<file path="src/rtl/escalonador_bloqueio_if.sv">
// Handshake bundle between the blocking-line scheduler and the board.
// master drives the target/enable/acknowledge side, slave is the scheduler.
interface escalonador_bloqueio_if;
    logic       enable;
    logic [2:0] linhas_alvo;
    logic       pronto;
    logic       req_inserir;
    logic       req_remover;
    logic [2:0] linha_idx;
    logic [2:0] linhas_ativas;
    logic       ocupado;
    logic       erro;

    modport master (
        output enable, linhas_alvo, pronto,
        input  req_inserir, req_remover, linha_idx, linhas_ativas, ocupado, erro
    );

    modport slave (
        input  enable, linhas_alvo, pronto,
        output req_inserir, req_remover, linha_idx, linhas_ativas, ocupado, erro
    );
endinterface

</file>
<file path="src/rtl/escalonador_bloqueio.sv">
// Schedules one-line-at-a-time insert/remove requests towards the board until
// linhas_ativas matches the clamped target. Optional cooldown: BLOQ_COOLDOWN_EN.
module escalonador_bloqueio #(
    parameter int MAX_LINHAS      = 7,
    parameter int COOLDOWN_CICLOS = 8,
    parameter int TIMEOUT_CICLOS  = 255
) (
    input logic                   clock,
    input logic                   reset,
    escalonador_bloqueio_if.slave bus
);

    localparam int CMAX = (TIMEOUT_CICLOS > COOLDOWN_CICLOS) ? TIMEOUT_CICLOS : COOLDOWN_CICLOS;
    localparam int CW   = (CMAX > 1) ? $clog2(CMAX) : 1;
    localparam logic [CW-1:0] TMO_FIM = CW'(TIMEOUT_CICLOS - 1);
`ifdef BLOQ_COOLDOWN_EN
    localparam logic [CW-1:0] CD_FIM  = CW'(COOLDOWN_CICLOS - 1);
`endif
    localparam logic [2:0] LIM = 3'(MAX_LINHAS);

    typedef enum logic [1:0] {
        OCIOSO = 2'd0,
        INSERE = 2'd1,
        REMOVE = 2'd2,
        PAUSA  = 2'd3
    } estado_t;

    estado_t       estado, estado_n;
    logic [CW-1:0] cnt, cnt_n;
    logic [2:0]    ativas, ativas_n;
    logic          erro_q, erro_n;
    logic          armado;
    logic [2:0]    alvo;

    // armado holds off scheduling for the first edge after reset release
    always_ff @(posedge clock or posedge reset) begin
        if (reset) begin
            estado <= OCIOSO;
            cnt    <= '0;
            ativas <= '0;
            erro_q <= 1'b0;
            armado <= 1'b0;
        end else begin
            estado <= estado_n;
            cnt    <= cnt_n;
            ativas <= ativas_n;
            erro_q <= erro_n;
            armado <= 1'b1;
        end
    end

    always_comb begin
        if ({29'd0, bus.linhas_alvo} > 32'(MAX_LINHAS))
            alvo = LIM;
        else
            alvo = bus.linhas_alvo;
    end

    always_comb begin
        estado_n = estado;
        cnt_n    = cnt;
        ativas_n = ativas;
        erro_n   = erro_q;
        case (estado)
            OCIOSO: begin
                cnt_n = '0;
                if (armado && bus.enable) begin
                    if (alvo > ativas)
                        estado_n = INSERE;
                    else if (alvo < ativas)
                        estado_n = REMOVE;
                end
            end
            INSERE, REMOVE: begin
                if (bus.pronto) begin
                    cnt_n = '0;
                    if (estado == INSERE) begin
                        if (ativas < LIM)
                            ativas_n = ativas + 3'd1;
                    end else begin
                        if (ativas != 3'd0)
                            ativas_n = ativas - 3'd1;
                    end
`ifdef BLOQ_COOLDOWN_EN
                    estado_n = PAUSA;
`else
                    estado_n = OCIOSO;
`endif
                end else if (cnt == TMO_FIM) begin
                    cnt_n    = '0;
                    erro_n   = 1'b1;
                    estado_n = OCIOSO;
                end else begin
                    cnt_n = cnt + 1'b1;
                end
            end
            PAUSA: begin
`ifdef BLOQ_COOLDOWN_EN
                if (cnt == CD_FIM) begin
                    cnt_n    = '0;
                    estado_n = OCIOSO;
                end else begin
                    cnt_n = cnt + 1'b1;
                end
`else
                cnt_n    = '0;
                estado_n = OCIOSO;
`endif
            end
            default: begin
                cnt_n    = '0;
                estado_n = OCIOSO;
            end
        endcase
    end

    always_comb begin
        bus.req_inserir   = (estado == INSERE);
        bus.req_remover   = (estado == REMOVE);
        bus.linhas_ativas = ativas;
        bus.ocupado       = (estado != OCIOSO);
        bus.erro          = erro_q;
        if (estado == INSERE)
            bus.linha_idx = ativas;
        else if (estado == REMOVE)
            bus.linha_idx = ativas - 3'd1;
        else
            bus.linha_idx = '0;
    end

endmodule

</file>
<file path="src/flat_wrapper.sv">
// flat-port wrapper written by rule: the top's interface ports become plain ports
module escalonador_bloqueio_flat 
#(
    parameter int MAX_LINHAS      = 7,
    parameter int COOLDOWN_CICLOS = 8,
    parameter int TIMEOUT_CICLOS  = 255
)
  (clock, reset, bus_enable, bus_linhas_alvo, bus_pronto, bus_req_inserir, bus_req_remover, bus_linha_idx, bus_linhas_ativas, bus_ocupado, bus_erro);
  escalonador_bloqueio_if bus_i ();
  input logic clock;
  input logic reset;
  input wire logic [$bits(bus_i.enable)-1:0] bus_enable;
  input wire logic [$bits(bus_i.linhas_alvo)-1:0] bus_linhas_alvo;
  input wire logic [$bits(bus_i.pronto)-1:0] bus_pronto;
  output wire logic [$bits(bus_i.req_inserir)-1:0] bus_req_inserir;
  output wire logic [$bits(bus_i.req_remover)-1:0] bus_req_remover;
  output wire logic [$bits(bus_i.linha_idx)-1:0] bus_linha_idx;
  output wire logic [$bits(bus_i.linhas_ativas)-1:0] bus_linhas_ativas;
  output wire logic [$bits(bus_i.ocupado)-1:0] bus_ocupado;
  output wire logic [$bits(bus_i.erro)-1:0] bus_erro;
  assign bus_i.enable = bus_enable;
  assign bus_i.linhas_alvo = bus_linhas_alvo;
  assign bus_i.pronto = bus_pronto;
  assign bus_req_inserir = bus_i.req_inserir;
  assign bus_req_remover = bus_i.req_remover;
  assign bus_linha_idx = bus_i.linha_idx;
  assign bus_linhas_ativas = bus_i.linhas_ativas;
  assign bus_ocupado = bus_i.ocupado;
  assign bus_erro = bus_i.erro;
  escalonador_bloqueio #(.MAX_LINHAS(MAX_LINHAS), .COOLDOWN_CICLOS(COOLDOWN_CICLOS), .TIMEOUT_CICLOS(TIMEOUT_CICLOS)) u_core (.clock(clock), .reset(reset), .bus(bus_i));
endmodule
</file>
<file path="config.mk">
export PLATFORM = sky130hd
export DESIGN_NAME = escalonador_bloqueio_flat
export DESIGN_NICKNAME = d
export VERILOG_FILES = /design/src/rtl/escalonador_bloqueio_if.sv /design/src/rtl/escalonador_bloqueio.sv /design/src/flat_wrapper.sv
export SDC_FILE = /design/constraint.sdc
export NUM_CORES = 1
export LEC_CHECK = 0
export CELL_PAD_IN_SITES_DETAIL_PLACEMENT = 1
export CELL_PAD_IN_SITES_GLOBAL_PLACEMENT = 1
export CORE_MARGIN = 1
export CORE_UTILIZATION = 41
export CTS_CLUSTER_SIZE = 16
export DETAILED_ROUTE_END_ITERATION = 16
export GPL_TIMING_DRIVEN = 0
export PLACE_DENSITY_LB_ADDON = 0.1
export SYNTH_ARGS = -nofsm -noshare
export SYNTH_HDL_FRONTEND = slang
export SYNTH_SLANG_ARGS = --single-unit
</file>
<file path="constraint.sdc">
create_clock -name clock -period 2.5 [get_ports clock]
set_input_delay 0.25 -clock clock [delete_from_list [all_inputs] [get_ports clock]]
set_output_delay 0.25 -clock clock [all_outputs]
set_load 0.02 [all_outputs]
</file>
==> results of run 1 <==
-- registers in the layout, summed over array words and instances (netlist names) --
register                  flops
u_core.cnt                    8
u_core.bus.erro               1
u_core.bus.linhas_ativas      3
u_core.estado                 2
u_core.armado                 1
-- final cells by class --
cell class / instances / area [µm²] / share of cell area (%)
multi-input cells: 68 / 493 / 43.1
repair buffers: 16 / 160 / 14.0
plain buffers: 2 / 16.3 / 1.42
well taps: 27 / 33.8 / 2.95
clock buffers: 3 / 22.5 / 1.97
flip-flops and latches: 15 / 375 / 32.8
inverters: 10 / 37.5 / 3.28
clock inverters: 1 / 5.00 / 0.438
-- placed cells by master (no fill, tap or decap), types with 4 or more instances in the layout --
cell type        netlist  routed
clkdlybuf4s50_1        0      16
dfrtp_1               15      15
inv_1                 10      10
o21ai_0                5       5
xor2_1                 5       5
nand3_1                4       4
ha_1                  11      11
nor2_1                 9       9
nand2_1                7       7
-- power by group --
| part | switching [mW] | internal [mW] |
|---|---|---|
| clock | 0.0932 | 0.0598 |
| combinational | 0.365 | 0.309 |
| sequential | 0.0650 | 0.289 |
| total | 0.523 | 0.658 |
-- cell families after synthesis --
family	count (synthesis)	share of synthesized area, %
AOI/OAI and AO/OA	17	13.0
xor gates and xnor gates	8	7.60
adders and majority gates	11	14.9
buffers and inverters	12	5.83
DFF	15	40.7
other	1	0.407
and+or+nand+nor	31	17.5
-- stage by stage --
stage	worst slack [ns]	cell area [µm²]	util, %	power [mW]	std cells
after floorplan	0.770	922	-	0.781	95
after global placement	0.547	1120	54.7	1.00	138
after detailed placement	0.479	1120	54.7	1.03	138
after CTS	0.135	1140	56.0	1.19	142
after global routing	0.0150	1140	56.0	1.28	142
final	0.140	1140	56.0	1.18	142
-- worst register-to-register path, stage by stage, from the launching register on --
cell and delay (ns):
dfrtp_1 0.45, inv_1 0.13, ha_1 0.33, nand3_1 0.11
o211a_1 0.27, and2_4 0.16, a22o_1 0.20
-- layer usage --
layer	up-vias	wire, µm	GRT usage (%)
met5	-	0	0
met4	0	17	6.19
met3	3	67	5.61
met2	15	989	35.4
met1	358	992	24.1
li1	360	-	-
-- how the worst max path moves through the flow --
stage,start,end,slack [ns],depth (start not counted)
2_1_floorplan,u_core.estado[1]$_DFFE_PP0P_,bus_linha_idx[0],0.77,5
3_3_place_gp,u_core.bus.linhas_ativas[0]$_DFFE_PP0P_,bus_linha_idx[1],0.55,5
3_5_place_dp,u_core.bus.linhas_ativas[0]$_DFFE_PP0P_,bus_linha_idx[1],0.48,5
4_1_cts,u_core.bus.linhas_ativas[0]$_DFFE_PP0P_,bus_linha_idx[1],0.14,5
5_1_grt,u_core.bus.linhas_ativas[0]$_DFFE_PP0P_,bus_linha_idx[1],0.02,5
6_report,u_core.bus.linhas_ativas[0]$_DFFE_PP0P_,bus_linha_idx[1],0.14,5
==> flow_summary.yaml, run 1 <==
run_status:
  status: "completed"
timing:
  setup_tns_ns: 0
  tightest_slew_ns: 0.604
  timing.final.hold_violations: 0
  hold_slack_ns: 0.306
  fin_crit_sh_pct: 94.4
  finalMaxSlewViolations: 0
  slew_headroom_pct: 59.7
  finalSetupViolations: 0
  finalClockSkew_ns: 0.0172
  grt_setup_unrepaired: "no"
  fin_crit_ns: 2.36
  max_freq_mhz: 424
logic_synthesis:
  synth_warnings: 0
  ys_async_sr_fraction_pct: 100
  ys_top_cells_by_count: "dfrtp_1, ha_1, inv_1"
  synth-seq-area-share_pct: 40.7
  synthesis.nets: 113
  yosys-top-cells-area: "dfrtp_1, ha_1, xor2_1"
  synth_cell_types: 29
  synth-edff-count: 0
  ys_seq_elements: 15
  yosysMostFrequentCell: "dfrtp_1"
  synth_area_um2: 922
  synth_top_area_share_pct: 40.7
  synthFlopType: "dfrtp_1"
  yosys.area.top_type: "dfrtp_1"
  synthesis.instances: 95
  syn_area_per_cell_um2: 9.71
pwr:
  ir_drop_mv: 0.566
  power.density_mw_per_mm2: 1030
  leakagePower_nw: 0.530
drt:
  routed-via-count: 736
  drc: 0
  routed_wl_um: 2070
  ant_nets: 0
  first_pass_iters: 2
  drt_iter0_drc: 7
  wl_per_cell_um: 14.5
  avgViaCountPerCell: 5.18
grt:
  grt_max_degree: 16
  overflow: 0
  antenna_found_initial: 0
  grt_pass1_vias: 862
  grt_pass1_wl_um: 3740
  track_usage_pct: 20.3
finish:
  area_growth_pct: 24.0
  drive_gt1_share_pct: 8.70
  fill_cells: 246
  layout.nets: 134
  n_antenna_cell: 0
worst_setup_path:
  critPathBufInv: 2
  critPathRequiredTime_ns: 2.25
  rrSetupSlack_ns: 0.73
  worstRegToRegCells: 6
  cp_max_fo: 6
  cp-end-kind: "output pin"
  r2r-end: "u_core.estado[0]$_DFFE_PP0P_"
  slowest_delay_ns: 0.60
  path_cells: "inv_1 -> ha_1 -> nor2_1 -> a22o_1 -> clkdlybuf4s50_1"
  cp.arrival_ns: 2.11
  crit_path_top_delay_cell: "clkdlybuf4s50_1"
  rr_startpoint: "u_core.bus.linhas_ativas[1]$_DFFE_PP0P_"
  crit_family: "buffers and inverters"
  crit_type: "reg -> out"
  crit_path_start_kind: "flop"
clock_network:
  cts_resized: 0
  clock_latency_ns: 0.31
  holdBufCountCts: 0
  cts_buffers: 3
  cts_tree: "yes"
  cts_buffer_depth: 2
  clk_pin_slew_worst_paths_ns: 0.11
  postCtsSetupRepairBufs: 0
  htreeDepth: 1
  cts-root-buf: "clkbuf_4"
  cts.sinks: 15
min_path:
  hold_path_class: "in -> async"
placed_design:
  portBuffers: 16
  gp_congestion: 0.769
  post-dp-hpwl_um: 1490
floorplan:
  die_h_um: 49.4
  die_area_mm2: 0.00244
  num_rows: 16
  ioPinCount: 17
  core_area_mm2: 0.00204
  initial_core_util_pct: 45.2
  die_w_um: 49.4
flow_run:
  cap_violations: 0
No activity file was read; power rests on OpenSTA's default activity.
==> inputs of run 2 (changes only) <==
ABC_CLOCK_PERIOD_IN_PS = 2500   (was not set)
CAP_MARGIN = 20   (was not set)
CELL_PAD_IN_SITES_DETAIL_PLACEMENT = 0   (was 1)
==> run 2 against run 1 <==
First-iteration DRC count increased by 86%. Core utilization down 0.061 points. Highest routed layer unchanged. Maximum frequency increased by 3.1%. Largest cell class unchanged. Register-to-register slack improved by 0.06 ns. Global-route usage down 3.7 points. Clock-buffer cell count is 1 higher. Critical path type unchanged. Cell count is the same. Sequential power fell by 1%. Critical path depth up 1.
==> flow_summary.yaml, run 2 (synthesis gave the netlist of run 1 again) <==
clock_network:
  cts_resized: 0
  clock_latency_ns: 0.28
  cts_tree: "yes"
  cts.sinks: 15
  postCtsSetupRepairBufs: 0
  htreeDepth: 1
  cts-root-buf: "clkbuf_4"
  holdBufCountCts: 0
  cts_buffer_depth: 2
  cts_buffers: 3
  clk_pin_slew_worst_paths_ns: 0.09
pwr:
  switching_share_pct: 42.5
  combinationalPowerShare_pct: 57.5
  clkPwrFrac_pct: 11.9
  leakagePower_nw: 0.527
  ir_drop_mv: 0.634
  power_frac_seq_pct: 30.6
  p_sw_uw: 487
  p_int_uw: 658
  power.density_mw_per_mm2: 1000
floorplan:
  ioPinCount: 17
  num_rows: 16
  core_area_mm2: 0.00204
  die_area_mm2: 0.00244
  die_h_um: 49.4
  initial_core_util_pct: 45.2
  die_w_um: 49.4
grt:
  antenna_found_initial: 0
  grt_max_degree: 16
  grt_pass1_vias: 686
  grt_pass1_wl_um: 3060
  track_usage_pct: 16.6
  overflow: 0
worst_setup_path:
  cp.arrival_ns: 2.04
  r2r-end: "u_core.estado[0]$_DFFE_PP0P_"
  cp-end-kind: "output pin"
  crit_type: "reg -> out"
  slowest_delay_ns: 0.63
  rr_startpoint: "u_core.bus.linhas_ativas[2]$_DFFE_PP0P_"
  crit_path_start_kind: "flop"
  critPathBufInv: 3
  rrSetupSlack_ns: 0.79
  worstRegToRegCells: 6
  cp_max_fo: 9
  path_cells: "inv_1 -> ha_1 -> buf_2 -> nand2b_1 -> o21ai_0 -> clkdlybuf4s50_1"
  crit_path_top_delay_cell: "clkdlybuf4s50_1"
  crit_family: "buffers and inverters"
  critPathRequiredTime_ns: 2.25
timing:
  tightest_slew_ns: 0.595
  slew_headroom_pct: 60.3
  finalClockSkew_ns: 0.00544
  grt_setup_unrepaired: "no"
  finalMaxSlewViolations: 0
  max_freq_mhz: 437
  timing.final.hold_violations: 0
  fin_crit_sh_pct: 91.5
  setup_tns_ns: 0
  finalSetupViolations: 0
  fin_crit_ns: 2.29
placed_design:
  gp_congestion: 0.769
  portBuffers: 16
  post-dp-hpwl_um: 1300
drt:
  wl_per_cell_um: 12.0
  avgViaCountPerCell: 4.90
  ant_nets: 0
  routed_wl_um: 1710
  routed-via-count: 696
  first_pass_iters: 2
  drt_iter0_drc: 13
  drc: 0
finish:
  fill_cells: 208
  final_cell_mix: "clkdlybuf4s50_1, dfrtp_1, ha_1"
  final_core_util_pct: 55.9
  drive_gt1_share_pct: 7.83
  largest_reg_flops: 8
  layout.nets: 134
  area_growth_pct: 23.9
  n_antenna_cell: 0
  layout_commonest_cell: "clkdlybuf4s50_1"
  top_register: "u_core.cnt"
run_status:
  status: "completed"
min_path:
  hold_path_class: "in -> async"
flow_run:
  cap_violations: 0
run 2: cell count changes in the layout (fill, tap and decap cells not counted), sizes merged:
cell	previous run	this run
clkbuf	3	4
clkinv	1	0
run 2: through the flow:
| step | setup WS, ns | instances | power, mW | hold WS, ns | cell area [µm²] |
|---|---|---|---|---|---|
| global placement | 0.547 | 138 | 1.00 | 0.460 | 1120 |
| finish | 0.212 | 142 | 1.15 | 0.332 | 1140 |
| global route | 0.0428 | 142 | 1.25 | 0.369 | 1140 |
| floorplan | 0.770 | 95 | 0.781 | 0.151 | 922 |
| detailed placement | 0.506 | 138 | 1.01 | 0.468 | 1120 |
| CTS | 0.187 | 142 | 1.16 | 0.344 | 1140 |
run 2: layout make-up:
class                           instances  area (µm²)  area share [%]
Multi-Input combinational cell         68         493            43.2
Sequential cell                        15         375            32.9
Timing Repair Buffer                   16         160            14.0
Inverter                               10        37.5            3.29
Tap cell                               27        33.8            2.96
Clock buffer                            4        26.3            2.30
Buffer                                  2        16.3            1.42
run 2: worst reg2reg max path: cells and delay by family, from the launching register on:
kind	cells	cell delay [ns]
AOI/OAI and AO/OA	2	0.46
buffers and inverters	1	0.11
adders and majority gates	1	0.32
and+or+nand+nor	2	0.28
DFF	1	0.43
run 2: layer usage:
| layer | global-route usage [%] | wire [µm] |
|---|---|---|
| met3 | 6.23 | 85 |
| met1 | 22.1 | 900 |
| met2 | 25.3 | 709 |
| met4 | 4.29 | 13 |
| met5 | 0 | 0 |
run 2: worst max-delay path by stage:
| stage | start | end | depth (start not counted) |
|---|---|---|---|
| after floorplan | u_core.estado[1]$_DFFE_PP0P_ | bus_linha_idx[0] | 5 |
| after global placement | u_core.bus.linhas_ativas[0]$_DFFE_PP0P_ | bus_linha_idx[1] | 5 |
| after detailed placement | u_core.estado[1]$_DFFE_PP0P_ | bus_linha_idx[0] | 6 |
| after CTS | u_core.estado[1]$_DFFE_PP0P_ | bus_linha_idx[0] | 6 |
| after global routing | u_core.estado[1]$_DFFE_PP0P_ | bus_linha_idx[0] | 6 |
| final | u_core.estado[1]$_DFFE_PP0P_ | bus_linha_idx[0] | 6 |
run 2: power by group through the flow:
| stage | clock (mW) | combinational, mW | sequential, mW |
|---|---|---|---|
| detailed placement | 0 | 0.658 | 0.354 |
| finish | 0.137 | 0.658 | 0.350 |
| global placement | 0 | 0.647 | 0.355 |
| CTS | 0.146 | 0.664 | 0.349 |
| global route | 0.157 | 0.734 | 0.359 |
| floorplan | 0 | 0.411 | 0.370 |
